<file path="config.mk">
export PLATFORM = sky130hd
export DESIGN_NAME = seq_divider
export DESIGN_NICKNAME = d
export VERILOG_FILES = /design/src/rtl/div_pkg.sv /design/src/rtl/div_step.sv /design/src/rtl/seq_divider.sv
export SDC_FILE = /design/constraint.sdc
export NUM_CORES = 1
export LEC_CHECK = 0
export ABC_AREA = 1
export CAP_MARGIN = 10
export CORE_MARGIN = 1.5
export CORE_UTILIZATION = 45
export DETAILED_ROUTE_END_ITERATION = 10
export PLACE_DENSITY = 0.73
export SYNTH_ARGS = -nofsm -noshare
export SYNTH_HDL_FRONTEND = slang
export SYNTH_HIERARCHICAL = 1
export SYNTH_SLANG_ARGS = --single-unit
</file>
<file path="constraint.sdc">
create_clock -name clk -period 8.4 [get_ports clk]
set_input_delay 1.68 -clock clk [delete_from_list [all_inputs] [get_ports clk]]
set_output_delay 1.68 -clock clk [all_outputs]
set_load 0.02 [all_outputs]
</file>
<file path="src/rtl/div_pkg.sv">
// rtl/div_pkg.sv - shared types and constants for the sequential divider
package div_pkg;

  // FSM states of the divider
  typedef enum logic [1:0] {
    IDLE = 2'd0,
    CALC = 2'd1,
    FIX  = 2'd2,
    DONE = 2'd3
  } div_state_t;

  // Fill bit for the divide-by-zero quotient; replicate to WIDTH for all ones
  localparam logic DIV_ZERO_QUOTIENT = 1'b1;

endpackage

</file>
<file path="src/rtl/div_step.sv">
// rtl/div_step.sv - one combinational restoring-division step
module div_step #(
  parameter int WIDTH = 32
) (
  input  logic [WIDTH-1:0] rem_in,
  input  logic             dividend_bit,
  input  logic [WIDTH-1:0] divisor,
  output logic [WIDTH-1:0] rem_out,
  output logic             quotient_bit
);

  logic [WIDTH:0] shifted;

  // Shift in the next dividend bit, subtract the divisor when it fits.
  // The kept remainder is always below the divisor, so WIDTH bits suffice
  // and the subtraction never needs the extra top bit.
  always_comb begin
    shifted      = {rem_in, dividend_bit};
    quotient_bit = (shifted >= {1'b0, divisor});
    rem_out      = shifted[WIDTH-1:0] - (quotient_bit ? divisor : '0);
  end

endmodule

</file>
<file path="src/rtl/seq_divider.sv">
// rtl/seq_divider.sv - multi-cycle restoring integer divider with signed mode
module seq_divider
  import div_pkg::*;
#(
  parameter int WIDTH     = 32,
  parameter bit SIGNED_EN = 1'b1
) (
  input  logic             clk,
  input  logic             rst,
  input  logic             start,
  input  logic             is_signed,
  input  logic [WIDTH-1:0] dividend,
  input  logic [WIDTH-1:0] divisor,
  output logic             busy,
  output logic             done,
  output logic [WIDTH-1:0] quotient,
  output logic [WIDTH-1:0] remainder,
  output logic             error
);

  localparam int CW = $clog2(WIDTH);

  div_state_t       state;
  logic [CW-1:0]    count;
  logic [WIDTH-1:0] rem_r;
  logic [WIDTH-1:0] quo_r;
  logic [WIDTH-1:0] div_r;
  logic             neg_q;
  logic             neg_r;

  logic             use_signed;
  logic             dividend_neg;
  logic             divisor_neg;
  logic [WIDTH-1:0] dividend_mag;
  logic [WIDTH-1:0] divisor_mag;
  logic [WIDTH-1:0] step_rem;
  logic             step_q;

  // Operand magnitudes and sign bookkeeping for the request being presented
  always_comb begin
    use_signed   = SIGNED_EN & is_signed;
    dividend_neg = use_signed & dividend[WIDTH-1];
    divisor_neg  = use_signed & divisor[WIDTH-1];
    dividend_mag = dividend_neg ? -dividend : dividend;
    divisor_mag  = divisor_neg ? -divisor : divisor;
  end

  // quo_r doubles as the dividend shift register: its MSB feeds the step,
  // and the new quotient bit enters at the LSB.
  div_step #(.WIDTH(WIDTH)) u_step (
    .rem_in       (rem_r),
    .dividend_bit (quo_r[WIDTH-1]),
    .divisor      (div_r),
    .rem_out      (step_rem),
    .quotient_bit (step_q)
  );

  // Control FSM, datapath registers and registered outputs
  always_ff @(posedge clk or posedge rst) begin
    if (rst) begin
      state     <= IDLE;
      count     <= '0;
      rem_r     <= '0;
      quo_r     <= '0;
      div_r     <= '0;
      neg_q     <= 1'b0;
      neg_r     <= 1'b0;
      busy      <= 1'b0;
      done      <= 1'b0;
      error     <= 1'b0;
      quotient  <= '0;
      remainder <= '0;
    end else begin
      case (state)
        IDLE, DONE: begin
          if (start) begin
            if (divisor == '0) begin
              // Zero divisor: answer immediately, same in both modes
              state     <= DONE;
              done      <= 1'b1;
              busy      <= 1'b0;
              error     <= 1'b1;
              quotient  <= {WIDTH{DIV_ZERO_QUOTIENT}};
              remainder <= dividend;
            end else begin
              state <= CALC;
              busy  <= 1'b1;
              done  <= 1'b0;
              error <= 1'b0;
              count <= CW'(WIDTH - 1);
              rem_r <= '0;
              quo_r <= dividend_mag;
              div_r <= divisor_mag;
              neg_q <= dividend_neg ^ divisor_neg;
              neg_r <= dividend_neg;
            end
          end else begin
            state <= IDLE;
            done  <= 1'b0;
          end
        end
        CALC: begin
          rem_r <= step_rem;
          quo_r <= {quo_r[WIDTH-2:0], step_q};
          if (count == '0) begin
            state <= FIX;
          end else begin
            count <= count - CW'(1);
          end
        end
        FIX: begin
          // MIN / -1 wraps back to MIN through the negation, no trap
          quotient  <= neg_q ? -quo_r : quo_r;
          remainder <= neg_r ? -rem_r : rem_r;
          done      <= 1'b1;
          busy      <= 1'b0;
          state     <= DONE;
        end
        default: begin
          state <= IDLE;
        end
      endcase
    end
  end

endmodule
</file>
==> reports/qor.txt <==
Met3 WL -> 2420 µm
Clock buffer depth -> 2
Cell taking the most area after synthesis -> dfrtp_1
Largest net degree at the start of global routing -> 80
Ys async rst share -> 100%
TritonCTS clock tree -> done
Final nets -> 2,401
Sequential power share -> 22.2%
Total clock sinks -> 172
CP delay by family, top -> simple AND/OR/NAND/NOR gates
Distinct cells, synth -> 45
Class of the worst hold path -> register to register
GRT Overall Usage -> 27.9%
Metal-1 WL -> 20,600 µm
Slew @ Worst Pin -> 1.10 ns
Slowest cell on the critical path -> dfrtp_1
Leakage -> 8.02 nW
Initial antenna violation count -> 0
Detailed Routing Iterations Pass 1 -> 6
Synth Cell Area -> 14,000 µm²
IO buf count -> 134
Worst setup EP type -> register
Final ANT Viol Nets -> 0
Die Y -> 179 µm
Synth Register Bits -> 172
Num CTS Buffers -> 17
Max-cap violations -> 0
DIE WIDTH -> 179 µm
Hold buffer count at cts -> 0
Post-synth top flop -> dfrtp_1
VDD IR-drop max -> 237 µV
Vias in the first global route -> 13,200
Seq/Total Area, Yosys -> 30.8%
Max Clk Rate -> 233 MHz
WL final -> 43,800 µm
Core box area -> 30,600 µm²
Post-CTS Resized -> 0
Sw Share -> 54.7%
Worst-skew pair later-pin latency -> 0.45 ns
Initial Util -> 45.7%
Setup Viol. Count Final -> 0
P_int -> 0.00332 W
PD cells -> 454 nW/µm²
Endpoints failing hold -> 0
Synth area leaders -> dfrtp_1, nand2_1, nand3_1, nor2_1, ha_1
Syn Inst Count -> 2,171
Final HPWL DP -> 33,800 µm
Logic pwr share -> 66.5%
Worst-path clk slew -> 0.08 ns
Max incr delay on CP -> 0.49 ns
Tmin final -> 4.28 ns
WP data required -> 8.72 ns
Routed len/inst -> 16.4 µm
Syn avg cell area -> 6.44 µm²
Layout area overhead -> 15.3%
Startpoint types -> register
Setup WS pre-CTS -> 3.68 ns
Synth Net Count -> 2,311
Max_slew headroom -> 26.3%
Critical path fanouts, max -> 34
Status -> finished clean
Fin cells -> 2,670
Clock power frac -> 11.3%
Number of synthesized flops with an enable pin -> 0
Final slew viol count -> 0
Vias per inst -> 5.35
Sw power -> 0.00400 W
CP Class -> register to register
Setup bufs post-CTS -> 0
Crit path buf inv count -> 2
Most frequent cells in the layout -> nand2_1, nor2_1, nand3_1, inv_1, dfrtp_1
Placed cells -> 2,638
Routability-driven placement congestion ratio -> 0.952
Final setup TNS -> 0 ns
Max layer used -> met4
Via count -> 14,300
Fin crit share -> 51.0%
Most frequent standard cell in the layout excluding fill and tap cells -> nand2_1
CTS root buffer -> clkbuf_16
DR iter-0 viols -> 1,255
CP cell instances -> ha_1 -> nand2_1 -> nor2_1 -> nand3_1 -> nor2_2 -> nand2_1 -> nor2_1 -> nor2_1 -> nand3_4 -> nand2_1 -> inv_1 -> ha_1 -> inv_1 -> fa_1 -> nand3_1 -> nand2_1 -> a21oi_1 -> o21bai_1 -> nand4_1 -> nand3_1 -> xor2_1 -> nand3_1 -> o21ai_1
DR WL met2 -> 19,800 µm
CP arrival -> 4.60 ns
Skew final -> 0.0105 ns
H-tree depth -> 4
Share of layout cells above drive strength 1 -> 4.62%
Grt ovf -> 0
Top-area cell type share of the netlist area -> 30.8%
Ports -> 135
N_diodes -> 0
RSZ-0062 raised after global routing -> false
Hold Worst Slack -> 0.480 ns
First-pass GRT wire length -> 69,700 µm
Number of synthesis warnings -> 6
Final worst slack -> 4.12 ns
Die area -> 32,100 µm²
DRC -> 0
Standard-cell rows -> 64
[tightest hold or removal path, stage by stage (launching register included)]
cell and delay [ns]:
dfrtp_1 0.35, nand2_1 0.05, nand2_1 0.05
[stage by stage]
stage                     utilization (%)  cell area (µm²)  power [W]
final                                52.7            16100    0.00732
after global routing                 52.7            16100    0.00801
after CTS                            52.7            16100    0.00729
after detailed placement             50.7            15500    0.00642
after global placement               50.7            15500    0.00635
after floorplan                         -            14000    0.00510
[registers in the layout (all words and copies together), names as in the netlist, 2 cells and up]
register and count:
count 5, div_r 32, quo_r 32, quotient 32, rem_r 32, remainder 32, state 2
[cell usage after synthesis (16+ instances only)]
cell type and count:
nor2_1 265, xor2_1 58, clkbuf_1 31, nand3_1 234, a21oi_1 84, o21ai_0 116, ha_1 71, o21ai_2 29
inv_1 218, xnor2_1 16, o21ai_1 19, nand2_1 714, nand4_1 19, dfrtp_1 172
[path summary, 6_finish.rpt]
path                       cells after the start                        end                startpoint  slack, ns
max                                           23      rem_r[26]$_DFFE_PP0P_     rem_r[26]$_DFFE_PP0P_       4.12
min in group asynchronous                      2   quotient[30]$_DFFE_PP0P_                       rst       1.75
min                                            2   quotient[18]$_DFFE_PP0P_  quotient[18]$_DFFE_PP0P_       0.48
max in group asynchronous                      3  remainder[26]$_DFFE_PP0P_                       rst       5.49
min reg2reg                                    2   quotient[18]$_DFFE_PP0P_  quotient[18]$_DFFE_PP0P_       0.48
max reg2reg                                   23      rem_r[26]$_DFFE_PP0P_     rem_r[26]$_DFFE_PP0P_       4.12
[cell type report]
cell class / instances / area (µm²)
Clock buffer: 17 / 425
Clock inverter: 15 / 180
Fill cell: 3103 / 14500
Inverter: 223 / 842
Multi-Input combinational cell: 1705 / 8470
Sequential cell: 172 / 4300
Tap cell: 396 / 495
Timing Repair Buffer: 142 / 1400
[cell families after synthesis]
logic type,Yosys count,share of synthesized area [%]
xor+xnor,74,4.63
simple gates,1273,37.7
flops,172,30.8
buf+inv,294,8.67
compound gates,285,11.7
fa+ha+maj,72,6.50
mux,1,0.0716
[metal layers]
| layer | track usage (%) | vias to the layer above |
|---|---|---|
| met5 | 0 | - |
| met4 | 8.37 | 0 |
| met3 | 3.84 | 53 |
| met2 | 44.3 | 450 |
| met1 | 39.3 | 6638 |
| li1 | - | 7154 |
[power by group through the flow]
| stage | clock (W) | sequential [W] | combinational [W] |
|---|---|---|---|
| after floorplan | 0 | 0.00166 | 0.00344 |
| after global placement | 0 | 0.00163 | 0.00472 |
| after detailed placement | 0 | 0.00164 | 0.00479 |
| after CTS | 0.000845 | 0.00162 | 0.00482 |
| after global routing | 0.000875 | 0.00168 | 0.00546 |
| final | 0.000831 | 0.00163 | 0.00487 |
No activity file was read; power rests on OpenSTA's default activity.
